`src/rtl/axil_slave_regfile.sv`:
```
// axil_slave_regfile: AXI4-Lite slave with a bank of NUM_REGS byte-strobed
// read/write registers, registered B/R responses and a flat export of every
// register. AW and W are captured independently into holding registers and
// commit together one edge after both are held. Only one write can be
// outstanding at a time. Reads return the value held before any commit on
// the same edge.
//
// Build option: define AXIL_SLV_DECERR_EN to answer out-of-range accesses
// with DECERR (2'b11) instead of SLVERR (2'b10).
module axil_slave_regfile #(
  parameter int ADDR_WIDTH = 12,
  parameter int DATA_WIDTH = 32,
  parameter int NUM_REGS   = 16
) (
  input  logic                           aclk,
  input  logic                           aresetn,
  input  logic [ADDR_WIDTH-1:0]          s_axil_awaddr,
  input  logic [2:0]                     s_axil_awprot,
  input  logic                           s_axil_awvalid,
  output logic                           s_axil_awready,
  input  logic [DATA_WIDTH-1:0]          s_axil_wdata,
  input  logic [DATA_WIDTH/8-1:0]        s_axil_wstrb,
  input  logic                           s_axil_wvalid,
  output logic                           s_axil_wready,
  output logic [1:0]                     s_axil_bresp,
  output logic                           s_axil_bvalid,
  input  logic                           s_axil_bready,
  input  logic [ADDR_WIDTH-1:0]          s_axil_araddr,
  input  logic [2:0]                     s_axil_arprot,
  input  logic                           s_axil_arvalid,
  output logic                           s_axil_arready,
  output logic [DATA_WIDTH-1:0]          s_axil_rdata,
  output logic [1:0]                     s_axil_rresp,
  output logic                           s_axil_rvalid,
  input  logic                           s_axil_rready,
  output logic [NUM_REGS*DATA_WIDTH-1:0] reg_out,
  output logic [NUM_REGS-1:0]            wr_pulse
);

  localparam int STRB_WIDTH = DATA_WIDTH / 8;
  localparam int ADDR_LSB   = $clog2(STRB_WIDTH);
  localparam int IDX_WIDTH  = $clog2(NUM_REGS);
  // One extra bit so the byte span of the bank always fits the compare.
  localparam logic [ADDR_WIDTH:0] RANGE_LIMIT = (ADDR_WIDTH + 1)'(NUM_REGS * STRB_WIDTH);
  localparam logic [1:0] RESP_OKAY = 2'b00;
`ifdef AXIL_SLV_DECERR_EN
  localparam logic [1:0] RESP_ERR = 2'b11;
`else
  localparam logic [1:0] RESP_ERR = 2'b10;
`endif

  // Protection bits carry no meaning for this slave.
  logic unused_prot;
  assign unused_prot = ^{s_axil_awprot, s_axil_arprot};

  logic [DATA_WIDTH-1:0] regs_q [NUM_REGS];
  logic [DATA_WIDTH-1:0] regs_d [NUM_REGS];

  logic                  aw_held_q, aw_held_d;
  logic [IDX_WIDTH-1:0]  aw_idx_q, aw_idx_d;
  logic                  aw_ok_q, aw_ok_d;
  logic                  w_held_q, w_held_d;
  logic [DATA_WIDTH-1:0] wdata_q, wdata_d;
  logic [STRB_WIDTH-1:0] wstrb_q, wstrb_d;
  logic                  bvalid_q, bvalid_d;
  logic [1:0]            bresp_q, bresp_d;
  logic [NUM_REGS-1:0]   wr_pulse_q, wr_pulse_d;

  logic                  rvalid_q, rvalid_d;
  logic [DATA_WIDTH-1:0] rdata_q, rdata_d;
  logic [1:0]            rresp_q, rresp_d;

  logic aw_hs, w_hs, ar_hs;
  logic aw_in_range, ar_in_range;
  logic [IDX_WIDTH-1:0] ar_idx;

  assign s_axil_awready = aresetn & ~aw_held_q & ~bvalid_q;
  assign s_axil_wready  = aresetn & ~w_held_q & ~bvalid_q;
  assign s_axil_arready = aresetn & ~rvalid_q;

  assign aw_hs = s_axil_awvalid & s_axil_awready;
  assign w_hs  = s_axil_wvalid & s_axil_wready;
  assign ar_hs = s_axil_arvalid & s_axil_arready;

  assign aw_in_range = {1'b0, s_axil_awaddr} < RANGE_LIMIT;
  assign ar_in_range = {1'b0, s_axil_araddr} < RANGE_LIMIT;
  assign ar_idx      = s_axil_araddr[ADDR_LSB +: IDX_WIDTH];

  // Write path: capture AW/W, commit once both are held, then hold B until bready.
  always_comb begin
    aw_held_d  = aw_held_q;
    aw_idx_d   = aw_idx_q;
    aw_ok_d    = aw_ok_q;
    w_held_d   = w_held_q;
    wdata_d    = wdata_q;
    wstrb_d    = wstrb_q;
    bvalid_d   = bvalid_q;
    bresp_d    = bresp_q;
    wr_pulse_d = '0;
    regs_d     = regs_q;

    if (aw_hs) begin
      aw_held_d = 1'b1;
      aw_idx_d  = s_axil_awaddr[ADDR_LSB +: IDX_WIDTH];
      aw_ok_d   = aw_in_range;
    end
    if (w_hs) begin
      w_held_d = 1'b1;
      wdata_d  = s_axil_wdata;
      wstrb_d  = s_axil_wstrb;
    end

    // Both held implies bvalid is low, so commit and B handshake never overlap.
    if (aw_held_q && w_held_q) begin
      aw_held_d = 1'b0;
      w_held_d  = 1'b0;
      bvalid_d  = 1'b1;
      if (aw_ok_q) begin
        bresp_d              = RESP_OKAY;
        wr_pulse_d[aw_idx_q] = 1'b1;
        for (int b = 0; b < STRB_WIDTH; b++) begin
          if (wstrb_q[b]) regs_d[aw_idx_q][8*b +: 8] = wdata_q[8*b +: 8];
        end
      end else begin
        bresp_d = RESP_ERR;
      end
    end else if (bvalid_q && s_axil_bready) begin
      bvalid_d = 1'b0;
    end
  end

  // Read path: register the response on the AR handshake, hold it until rready.
  always_comb begin
    rvalid_d = rvalid_q;
    rdata_d  = rdata_q;
    rresp_d  = rresp_q;
    if (ar_hs) begin
      rvalid_d = 1'b1;
      if (ar_in_range) begin
        rdata_d = regs_q[ar_idx];
        rresp_d = RESP_OKAY;
      end else begin
        rdata_d = '0;
        rresp_d = RESP_ERR;
      end
    end else if (rvalid_q && s_axil_rready) begin
      rvalid_d = 1'b0;
    end
  end

  // State registers; reset drops any half-captured transaction silently.
  always_ff @(posedge aclk or negedge aresetn) begin
    if (!aresetn) begin
      regs_q     <= '{default: '0};
      aw_held_q  <= 1'b0;
      aw_idx_q   <= '0;
      aw_ok_q    <= 1'b0;
      w_held_q   <= 1'b0;
      wdata_q    <= '0;
      wstrb_q    <= '0;
      bvalid_q   <= 1'b0;
      bresp_q    <= RESP_OKAY;
      wr_pulse_q <= '0;
      rvalid_q   <= 1'b0;
      rdata_q    <= '0;
      rresp_q    <= RESP_OKAY;
    end else begin
      regs_q     <= regs_d;
      aw_held_q  <= aw_held_d;
      aw_idx_q   <= aw_idx_d;
      aw_ok_q    <= aw_ok_d;
      w_held_q   <= w_held_d;
      wdata_q    <= wdata_d;
      wstrb_q    <= wstrb_d;
      bvalid_q   <= bvalid_d;
      bresp_q    <= bresp_d;
      wr_pulse_q <= wr_pulse_d;
      rvalid_q   <= rvalid_d;
      rdata_q    <= rdata_d;
      rresp_q    <= rresp_d;
    end
  end

  assign s_axil_bvalid = bvalid_q;
  assign s_axil_bresp  = bresp_q;
  assign s_axil_rvalid = rvalid_q;
  assign s_axil_rdata  = rdata_q;
  assign s_axil_rresp  = rresp_q;
  assign wr_pulse      = wr_pulse_q;

  for (genvar i = 0; i < NUM_REGS; i++) begin : g_reg_out
    assign reg_out[i*DATA_WIDTH +: DATA_WIDTH] = regs_q[i];
  end

endmodule

```
`config.mk`:
```
export PLATFORM = sky130hd
export DESIGN_NAME = axil_slave_regfile
export DESIGN_NICKNAME = d
export VERILOG_FILES = /design/src/rtl/axil_slave_regfile.sv
export SDC_FILE = /design/constraint.sdc
export NUM_CORES = 1
export LEC_CHECK = 0
export BUFFER_PORTS_ARGS = -buffer_cell sky130_fd_sc_hd__buf_2
export CAP_MARGIN = 10
export CORE_AREA = 2 2 250 252
export DETAILED_ROUTE_END_ITERATION = 10
export DIE_AREA = 0 0 252 254
export GPL_ROUTABILITY_DRIVEN = 0
export PLACE_DENSITY = 0.68
export SLEW_MARGIN = 0
export SYNTH_ARGS = -nofsm -noshare
export SYNTH_HDL_FRONTEND = slang
export SYNTH_SLANG_ARGS = --single-unit
```
`constraint.sdc`:
```
create_clock -name aclk -period 2.1 [get_ports aclk]
set_clock_uncertainty 0.1 [all_clocks]
set_input_delay 0.42 -clock aclk [delete_from_list [all_inputs] [get_ports aclk]]
set_output_delay 0.42 -clock aclk [all_outputs]
set_load 0.01 [all_outputs]
```
After elaboration in Yosys (flattened, before gate mapping)
Cells that the tools add are included.
{ "word_totals": {"reg_bits": 609, "out_inout_bits": 569} }
{ "op_classes": {"magnitude_cmp": 7, "n_mux": 40, "n_bitwise": 14, "reduce_logical": 10} }
{ "op_table": {"columns": ["op", "n"], "rows": [
  ["two-way mux 512 bit", 10],
  ["bitwise mux 512 bit", 4],
  ["demux 32 bit (select 4 bit)", 4],
  ["binary-select mux 32 bit (select 4 bit)", 1],
  ["two-way mux 32 bit", 4],
  ["two-way mux 16 bit", 3],
  ["< comparator 12 x 7 -> 1 bit (second input constant)", 2],
  ["two-way mux 24 bit", 1],
  [">= comparator 5 bit (second input constant)", 2],
  ["NOT 4 -> 5 bit", 2],
  ["two-way mux 1 bit", 9],
  ["AND 1 bit", 8],
  ["two-way mux 8 bit", 1],
  ["nonzero test 2 bit", 4],
  ["logical AND 1 bit", 5],
  ["< comparator 4 x 5 -> 1 bit (second input constant)", 1],
  ["< comparator 5 x 1 -> 1 bit (second input constant)", 1],
  ["demux 1 bit (select 4 bit)", 1],
  [">= comparator 4 x 1 -> 1 bit (second input constant)", 1],
  ["two-way mux 2 bit", 2],
  ["NOT 1 bit", 4],
  ["AND reduction 2 bit", 1]
]} }

Longest topological paths before layout
{ "depth": {"word_depth": 19, "mapped_depth": 6, "mapped_depth_nobuf": 4} }

Worst setup path before layout
No wires, ideal clock.
{ "synth_timing": {"path_kind": "input to register", "start": "in s_axil_araddr[4]", "end": "reg rdata_q[13] (netlist: s_axil_rdata[13])", "setup_ns": 0.121, "arrival_time_ns": 1.722, "required_time_ns": 1.879, "setup_slack_ns": 0.157, "path_stages": 6, "path_buffers": 2, "path_cell_list": "buf_2 buf_4 mux4_2 mux2i_1 mux2i_1 a22o_1"} }
{ "synth_between": {"elab_chain_len": 5} }
{ "synth_rtl": {"columns": ["item", "line_no", "source"], "rows": [
  ["start: declaration", "28", "input logic [ADDR_WIDTH-1:0] s_axil_araddr,"],
  ["NOT 4 -> 5 bit (implied by the code)", "140", "rdata_d = regs_q[ar_idx];"],
  ["binary-select mux 32 bit (select 4 bit)", "140", null],
  ["two-way mux 32 bit (implied by the code) (2 in a row)", "140", null],
  ["two-way mux 32 bit *", "139", "if (ar_in_range) begin"],
  ["end signal: assignment", "179", "rdata_q <= rdata_d;"],
  ["end: declaration", "70", "logic [DATA_WIDTH-1:0] rdata_q, rdata_d;"]
]} }
Every way passes the cells marked *; elsewhere a longest branch is shown, timed or not. The select of a mux whose other input is x is not followed.
A chain may end at the register's enable or synchronous reset.

Worst setup path after layout
{ "layout_timing": {"start": "reg w_held_q", "end": "out s_axil_wready"} }
{ "layout_between": {"elab_chain_len": 3} }
{ "layout_rtl": {"columns": ["item", "line_no", "source"], "rows": [
  ["start: declaration", "62", "logic w_held_q, w_held_d;"],
  ["start signal: assignment", "172", "w_held_q <= w_held_d;"],
  ["NOT 1 bit", "78", "assign s_axil_wready = aresetn & ~w_held_q & ~bvalid_q;"],
  ["AND 1 bit (2 in a row)", "78", null],
  ["end: declaration", "24", "output logic s_axil_wready,"]
]} }
Every way passes these cells.

==> run metrics <==
Main synth FF type=dfrtp_1; number of fillers in the final layout=4819; commonest non-fill, non-tap cell in the layout=buf_2; Routed Antenna Nets=0; Switching Fraction=between 20 and 30%; P_leak=19.1 nW; Worst EP arrival=roughly 1500 ps; Mapped Cells=1660; layout cells sized above 1=63.6%; DRC Markers=0; WL per Instance=28.0 um; setup violators final=0; Max Cap Violations=0; initial antenna violation count=4; Vias=18.7k; vias in the first global route=between 15k and 20k; final hold vios=0; io pins=642; Fmax achieved=487 MHz; min Tclk post-route=2050 ps; commonest cells after routing, fill and taps aside=625 x buf_2, 606 x dfrtp_1, 506 x mux2_2; effective utilization at floorplan=44.7%; min-delay worst type=input pin to register; crit-path cells=buf_4 -> nor3b_4 -> buf_2; crit path max fanout=4; register bit total from synthesis=607; Pre-Repair DR Iteration Count=8; Root Driver=clkbuf_16; Worst-path clk slew=60 ps; largest net degree at the start of global routing=142; final wirelength=around 90000 um; die area=64000 sq um; Tcrit/Tclk final=a little over nine tenths; Slew Viols, Final=0; Pwr Density=844 nW/um^2; internal power=21.3 mW; Cell variety after synth=45; input/output buffers=roughly 630; Net Sw Power=8.51 mW; register area share after synthesis=55.5%; sequential share of power=46.6%; crit-path max cell delay=400 ps; cell count after placement=3079; CTS buffer count=67; overall global routing resource usage=28.2%; Post-synth EDFFs=0; Clock power frac=41.8%; core area=61300 sq um; crit start category=register; HPWL Detailed=62000 um; clock tree sinks=607; Cell Area, Placed=32400 sq um; VDD IR-drop max=roughly 0.00070 V; Syn Area/Cell=16.5 sq um; RSZ-0062 raised after global routing=yes; status=complete, no violations; maximum root-to-sink buffer count=3; area grow syn2layout=28.9%; Crit. End Element=output port; H-tree Lvls=3; asr flop ratio synth=between 90% and 100%; Comb power frac=around 12%; final non-filler cell total=around 3.3k; synth warn=0; clk_lat worst skew=600 ps; Die Width=252 um; worst-margin pin slew=approximately 850 ps; area of the multi-input gates=11700 sq um; nets=2480; GRT overflow=0; number of cell rows=91; sequential cell area=15200 sq um; Slew HR=between 40 and 50%; final instance area=35300 sq um; TritonCTS clock tree=done; Crit Path Category=register to output port; Crit-path slowest cell=dfrtp_1; first-pass GRT wire length=132000 um; routed vias/inst=around 5.8; Die Y=254 um; mapped cell area=approximately 27000 sq um; Iteration-0 DRC Markers=1200; WP data required=1580 ps; hold slack final=42.6 ps
==> final timing paths <==
| check | depth (start not counted) | start | end | slack (ps) |
|---|---|---|---|---|
| worst min-delay path | 3 | s_axil_awaddr[10] | aw_ok_q | 40 |
| worst min register to register | 1 | s_axil_rdata[16] | s_axil_rdata[16] | 400 |
| min in group asynchronous | 3 | aresetn | s_axil_bresp[1] | 500 |
| worst max-delay path | 3 | w_held_q | s_axil_wready | 50 |
| worst max register to register | 7 | aw_ok_q | reg_out[342] | 50 |
| max in group asynchronous | 4 | aresetn | reg_out[6] | 230 |
==> metrics by stage <==
step	utilization, %	setup WS (ps)	total power [mW]	TNS (ps)
after floorplan	-	157	15.5	0
after global placement	52.8	-130	17.2	-1500
after detailed placement	52.8	-113	17.4	-2570
after CTS	57.5	12.9	30.0	0
after global routing	57.6	-13.0	30.9	-14.4
final	57.6	46.8	29.8	0
==> worst max-delay path: cells and delay by family, from the launching register on <==
family                 cells  cell delay, ps
DFF                        1             400
buffers and inverters      2             340
and+or+nand+nor            1             210
==> repair_timing <==
item                                    4_1_cts  5_1_grt
pin swaps                                     1        6
endpoints found under the hold margin       145        0
endpoints found under the setup margin       39       95
gates cloned                                  0        1
resized for setup                             9        8
hold buffers                                 44        0
buffers inserted                              0        4
==> cell type report <==
| class | count | share of cell area (%) |
|---|---|---|
| sequential | 607 | 43.0 |
| clock buffer | 98 | 5.71 |
| antenna | 4 | 0.0284 |
| clock inverter | 23 | 0.975 |
| multi-input combinational | 944 | 33.1 |
| inverter | 4 | 0.0425 |
| tap | 790 | 2.80 |
| timing repair buffer | 783 | 14.3 |
==> synthesized netlist by cell type, types with 2 or more instances <==
| cell type | count | share of area, % |
|---|---|---|
| buf_6 | 6 | 0.25 |
| nor3_1 | 4 | 0.073 |
| o21ai_0 | 4 | 0.073 |
| nand3_1 | 5 | 0.091 |
| and3_1 | 2 | 0.046 |
| buf_2 | 19 | 0.35 |
| nor2_4 | 7 | 0.29 |
| nand2_2 | 6 | 0.14 |
| nand4_2 | 4 | 0.18 |
| or4_1 | 2 | 0.055 |
| nor2_2 | 9 | 0.21 |
| nand3_2 | 5 | 0.18 |
| dfrtp_1 | 607 | 55 |
| buf_1 | 8 | 0.11 |
| nand3b_1 | 2 | 0.055 |
| nand3_4 | 14 | 0.90 |
| or2_1 | 4 | 0.091 |
| inv_1 | 4 | 0.055 |
| mux2_1 | 46 | 1.9 |
| mux4_2 | 128 | 11 |
| mux2i_1 | 96 | 3.5 |
| nand2b_1 | 2 | 0.046 |
| nand2_1 | 17 | 0.23 |
| clkbuf_1 | 51 | 0.70 |
| mux2_2 | 506 | 21 |
| nor3b_1 | 3 | 0.082 |
| a22o_1 | 32 | 1.0 |
| nor2_8 | 17 | 1.2 |
| buf_4 | 20 | 0.55 |
| nor2b_1 | 2 | 0.046 |
| nor2_1 | 14 | 0.19 |
==> registers in the layout, indices dropped and copies added, names as in the netlist <==
signal and cells:
wr_pulse 16, aw_idx_q 4, aw_ok_q 1, reg_out 512, s_axil_rdata 32, w_held_q 1, aw_held_q 1, s_axil_bresp 1
wdata_q 32, wstrb_q 4, s_axil_bvalid 1, s_axil_rresp 1, s_axil_rvalid 1
==> power by group through the flow <==
stage / clock (mW) / sequential, mW / combinational, mW
after floorplan: 0 / 13.0 / 2.53
after global placement: 0 / 13.9 / 3.25
after detailed placement: 0 / 14.0 / 3.33
after CTS: 12.7 / 13.8 / 3.46
after global routing: 13.1 / 14.1 / 3.70
final: 12.5 / 13.9 / 3.45
==> routing by layer <==
layer | GRT usage [%] | vias to the layer above | routed length (um) | share of wire [%]
met5 | 0 | - | 0 | 0
met4 | 10.3 | 0 | 3100 | 3.4
met3 | 6.15 | 184 | 6660 | 7.3
met2 | 46.3 | 875 | 44800 | 49
met1 | 37.0 | 9921 | 36400 | 40
li1 | - | 7755 | - | -
==> logic make-up (layout without fill, tap and decap cells) <==
family                 count (synthesis)  count (layout)  synth area share [%]
AO/OA/AOI/OAI                         39              39                  1.17
multiplexers                         776             776                  36.7
other                                  1               6                0.0137
buffers and inverters                110             908                  2.13
flip-flops                           607             607                  55.5
AND/OR/NAND/NOR                      127             127                  4.45
No activity file was read; power rests on OpenSTA's default activity.
